<file path="config.mk">
export PLATFORM = sky130hd
export DESIGN_NAME = serial_byte_rx
export DESIGN_NICKNAME = d
export VERILOG_FILES = /design/src/rtl/serial_byte_rx.sv
export SDC_FILE = /design/constraint.sdc
export NUM_CORES = 1
export LEC_CHECK = 0
export CAP_MARGIN = 20
export CELL_PAD_IN_SITES_DETAIL_PLACEMENT = 1
export CELL_PAD_IN_SITES_GLOBAL_PLACEMENT = 1
export CORE_ASPECT_RATIO = 0.7
export CORE_MARGIN = 1.5
export CORE_UTILIZATION = 45
export CTS_CLUSTER_SIZE = 25
export DETAILED_ROUTE_END_ITERATION = 12
export PLACE_DENSITY = 0.92
export SLEW_MARGIN = 10
export SYNTH_ARGS = -nofsm -noshare
export SYNTH_HDL_FRONTEND = slang
export SYNTH_SLANG_ARGS = --single-unit
</file>
<file path="constraint.sdc">
create_clock -name io_i -period 2.95 [get_ports io_i]
set_input_delay 0.59 -clock io_i [delete_from_list [all_inputs] [get_ports io_i]]
set_output_delay 0.59 -clock io_i [all_outputs]
set_load 0.02 [all_outputs]
</file>
<file path="src/rtl/serial_byte_rx.sv">
// Serial byte receiver: start bit, 8 data bits MSB first, optional even parity.
// Define SERIAL_RX_PARITY_EN to add the trailing parity bit and PAR state.
module serial_byte_rx (
  input  logic [7:0] io_i,
  output logic [7:0] io_o
);

`ifdef SERIAL_RX_PARITY_EN
  typedef enum logic [1:0] {
    IDLE = 2'd0,
    DATA = 2'd1,
    PAR  = 2'd2
  } state_t;
`else
  typedef enum logic [1:0] {
    IDLE = 2'd0,
    DATA = 2'd1
  } state_t;
`endif

  logic       clk;
  logic       rst;
  logic       sdata;
  logic       sen;
  logic       vsel;
  logic [2:0] rsvd_unused;

  assign clk         = io_i[0];
  assign rst         = io_i[1];
  assign sdata       = io_i[2];
  assign sen         = io_i[3];
  assign vsel        = io_i[4];
  assign rsvd_unused = io_i[7:5];

  state_t     state_q, state_d;
  logic [7:0] shift_q, shift_d;
  logic [2:0] cnt_q, cnt_d;
  logic [7:0] data_q, data_d;
  logic [3:0] fcnt_q, fcnt_d;
  logic       valid_q, valid_d;
  logic       abort_q, abort_d;
  logic       perr;
  logic       busy;

`ifdef SERIAL_RX_PARITY_EN
  logic perr_q, perr_d;
  assign perr = perr_q;
`else
  assign perr = 1'b0;
`endif

  always_ff @(posedge clk or posedge rst) begin
    if (rst) begin
      state_q <= IDLE;
      shift_q <= '0;
      cnt_q   <= '0;
      data_q  <= '0;
      fcnt_q  <= '0;
      valid_q <= 1'b0;
      abort_q <= 1'b0;
`ifdef SERIAL_RX_PARITY_EN
      perr_q  <= 1'b0;
`endif
    end else begin
      state_q <= state_d;
      shift_q <= shift_d;
      cnt_q   <= cnt_d;
      data_q  <= data_d;
      fcnt_q  <= fcnt_d;
      valid_q <= valid_d;
      abort_q <= abort_d;
`ifdef SERIAL_RX_PARITY_EN
      perr_q  <= perr_d;
`endif
    end
  end

  always_comb begin
    state_d = state_q;
    shift_d = shift_q;
    cnt_d   = cnt_q;
    data_d  = data_q;
    fcnt_d  = fcnt_q;
    valid_d = valid_q;
    abort_d = abort_q;
`ifdef SERIAL_RX_PARITY_EN
    perr_d  = perr_q;
`endif
    case (state_q)
      IDLE: begin
        if (sen && sdata) begin
          state_d = DATA;
          cnt_d   = 3'd0;
        end
      end
      DATA: begin
        if (!sen) begin
          state_d = IDLE;
          abort_d = 1'b1;
        end else begin
          shift_d = {shift_q[6:0], sdata};
          cnt_d   = cnt_q + 3'd1;
          if (cnt_q == 3'd7) begin
`ifdef SERIAL_RX_PARITY_EN
            state_d = PAR;
`else
            state_d = IDLE;
            data_d  = {shift_q[6:0], sdata};
            valid_d = 1'b1;
            abort_d = 1'b0;
            fcnt_d  = fcnt_q + 4'd1;
`endif
          end
        end
      end
`ifdef SERIAL_RX_PARITY_EN
      PAR: begin
        state_d = IDLE;
        if (!sen) begin
          abort_d = 1'b1;
        end else begin
          data_d  = shift_q;
          perr_d  = (^shift_q) ^ sdata;
          valid_d = 1'b1;
          abort_d = 1'b0;
          fcnt_d  = fcnt_q + 4'd1;
        end
      end
`endif
      default: state_d = IDLE;
    endcase
  end

  assign busy = (state_q != IDLE);

  assign io_o = vsel ? {fcnt_q, abort_q, busy, perr, valid_q}
                     : data_q;

endmodule

</file>
==> flow_summary_export.csv <==
group,metric,value,unit
run_status,outcome,"complete, no violations",
clock_network,clk_pin_slew_worst_paths,150,ps
synth,synthMostInstantiatedCell,"dfrtp_1",
worst_setup_path,crit_path_frequent_cell,"clkbuf_4",
worst_setup_path,timing_worst_setup_path_type,"clk2out",
cells_and_area,fin_nets,141,
route,drt-vias-per-instance,5.643,
synth,mean_instance_size_in_the_synthesized_netlist,14.60,um2
placed_design,gp_routability_congestion,0.7005,
synth,share_of_synthesized_registers_carrying_an_async_set_or_reset,100.0,%
synth,synth_top_area_cell,"dfrtp_1",
placed_design,buffer_ports.inserted,8,
worst_setup_path,cp-start-kind,"clock port",
hold_path,min_path_cells,3,
cells_and_area,instances_no_fill,168,
cells_and_area,antenna-diode-count,0,
global_routing,grt_antenna_before_repair,0,
sta,worst_pin_slew,352.8,ps
floorplanning,die_boundary_width,61.96,um
synth,synth.yosys.seq_area_share,57.14,%
floorplanning,start_util,49.21,%
worst_setup_path,timing.rr.end,"data_q[6]",
floorplanning,chipHeight,44.27,um
global_routing,globalRoute.totalOverflow,0,
cells_and_area,final_layout_size_suffix_gt1_share,41.18,%
cells_and_area,area_growth_syn_to_layout,38.29,%
synth,ys_top_cells_by_count,"25 x dfrtp_1, 16 x mux2_2, 7 x mux2_4",
worst_setup_path,critical_path.endpoint,"io_o[3]",
synth,ys_types,20,
worst_setup_path,ff2ff_setup_slack,1140,ps
sta,final-setup-viol-count,0,
global_routing,grt_start_max_net_pins,16,
cells_and_area,finalCoreUtilization,68.05,%
global_routing,number_of_global_route_vias_before_repair,1446,
worst_setup_path,critPathLaunch,"io_i[4]",
route,routed_wl,3371,um
worst_setup_path,worst_path_largest_cell_delay,290,ps
synth,edff_count_synth,0,
pwr,p_total,2.296,mW
synth,synth.ff_latch_count,25,
sta,max-slew-margin-rel,76.48,%
placed_design,final_hpwl_dp,1445,um
worst_setup_path,critical_path.slowest_cell,"clkdlybuf4s15_1",
worst_setup_path,path_max_fanout,5,
floorplanning,core-area,0.002225,mm2
route,initial_drt_pass_iterations,6,
floorplanning,design.die.area,0.002742,mm2
global_routing,globalRouteTotalUtil,29.69,%
sta,rsz0062_at_grt,"false",
worst_setup_path,worst_r2r_startpoint,"cnt_q[0]",
clock_network,insertion_delay,320,ps
synth,yosysWarnings,0,
worst_setup_path,list_of_cells_traversed_by_the_critical_path,"clkbuf_4, clkbuf_4, mux2_2, clkdlybuf4s15_1",
worst_setup_path,worst_setup_path_end_kind,"output port",
synth,syn_area,0.001095,mm2
clock_network,cts_hold_buf,0,
hold_path,worstHoldPathType,"clk2reg",
sta,number_of_max_slew_violations_in_the_final_report,0,
route,drt_iter0_markers,57,
worst_setup_path,worst_r2r_path_depth,6,
worst_setup_path,critical_path_required,2360,ps
sta,fin_worst_skew,8.157,ps
clock_network,tritoncts,"yes",
clock_network,cts_post_setup_buffers_inserted,0,
synth,syn-instance-count,75,
pwr,vdd.ir_drop.worst,800.1,uV
route,post_route_drc,0,
sta,hold_violations,0,
route,routedWlPerCell,20.07,um
pwr,leakage_power_total,0.8706,nW
synth,post-synth-top-area-fraction,57.14,%
job,max-cap-violations,0,
synth,largest_cells_by_area_after_synthesis,"dfrtp_1 57%, mux2_2 16%, mux2_4 9.6%, ha_1 3.4%, a32o_1 1.8%",
synth,post_synth_net_total,86,
pwr,power.density_cell_area,1517,mW/mm2
sta,setup_tns_final,0,ps
worst_setup_path,cp_data_arrival_time,2330,ps
placed_design,place.detailed.instances,112,
floorplanning,pin_count,16,
synth,synth_top_flop_cell,"dfrtp_1",
floorplanning,rows,14,
route,num_vias,948,
route,antenna_violating_nets_post_route,0,
global_routing,grt_first_pass_wirelength,5658,um
==> stage by stage <==
| stage | area, um2 | worst slack (ps) | hold slack (ps) |
|---|---|---|---|
| global placement | 1195 | 107.6 | 96.45 |
| finish | 1514 | 31.08 | 46.58 |
| floorplan | 1095 | 362.5 | 96.45 |
| global route | 1514 | 4.756 | 61.37 |
| detailed placement | 1195 | 107.3 | 96.45 |
| CTS | 1528 | 4.618 | 56.69 |
==> layout by cell type, fill, tap and decap left out, drive strengths merged <==
cell / instances
dfrtp: 25
clkbuf: 31
mux2: 23
a21oi: 1
dlygate4sd2: 1
xnor2: 2
nor2: 1
nor2b: 1
clkinvlp: 1
ha: 3
clkdlybuf4s15: 4
bufinv: 1
inv: 27
a32o: 2
clkinv: 1
nand2b: 1
o21ai: 3
nand4: 1
xor2: 1
nand3: 2
nand2: 4
==> state kept, by name, indices dropped and copies added, names as in the netlist <==
name / cells
data_q: 8
fcnt_q: 4
valid_q: 1
abort_q: 1
shift_q: 7
cnt_q: 3
state_q: 1
==> repair_timing <==
action	4_1_cts	5_1_grt
hold endpoints to repair	0	0
endpoints found under the setup margin	8	4
resized for setup	14	4
==> where the power goes <==
group          internal [mW]  leakage [nW]  switching [mW]
Combinational              0        0.0350               0
Sequential             0.378         0.357               0
Clock                  0.812         0.478            1.11
Total                   1.19         0.871            1.11
==> logic make-up (layout without fill, tap and decap cells) <==
family,after synthesis,count (layout),share of synthesized area [%]
fa+ha+maj,3,3,3.429
compound gates,6,6,3.656
buf+inv,5,66,2.514
mux,23,23,26.06
flops,25,25,57.14
simple gates,10,10,4.800
xor+xnor,3,3,2.400
==> layer usage <==
metal / up-vias / share of wire (%) / track usage [%]
li1: 385 / - / -
met1: 455 / 33 / 16.22
met2: 84 / 47 / 34.79
met3: 24 / 13 / 35.96
met4: 0 / 5.9 / 44.68
met5: - / 0 / 8.163
==> how the worst min path moves through the flow <==
stage	slack, ps	endpoint	startpoint
after global routing	60	abort_q	io_i[3]
after global placement	100	abort_q	io_i[3]
after floorplan	100	abort_q	io_i[3]
after CTS	60	abort_q	io_i[3]
final	50	abort_q	io_i[3]
after detailed placement	100	abort_q	io_i[3]
==> worst max-delay path, delay by kind of cell <==
kind	cells	cell delay, ps
buffers and inverters	3	580
multiplexers	1	270
==> area by class of cell <==
cell class                 count  area, um2
multi-input combinational     45      441.7
clock inverter                29      140.1
inverter                       1      3.754
clock buffer                  36      262.8
fill                         243      710.7
sequential                    25      625.6
tap                           32      40.04
Note: power is estimated with default switching activity, not from simulation.
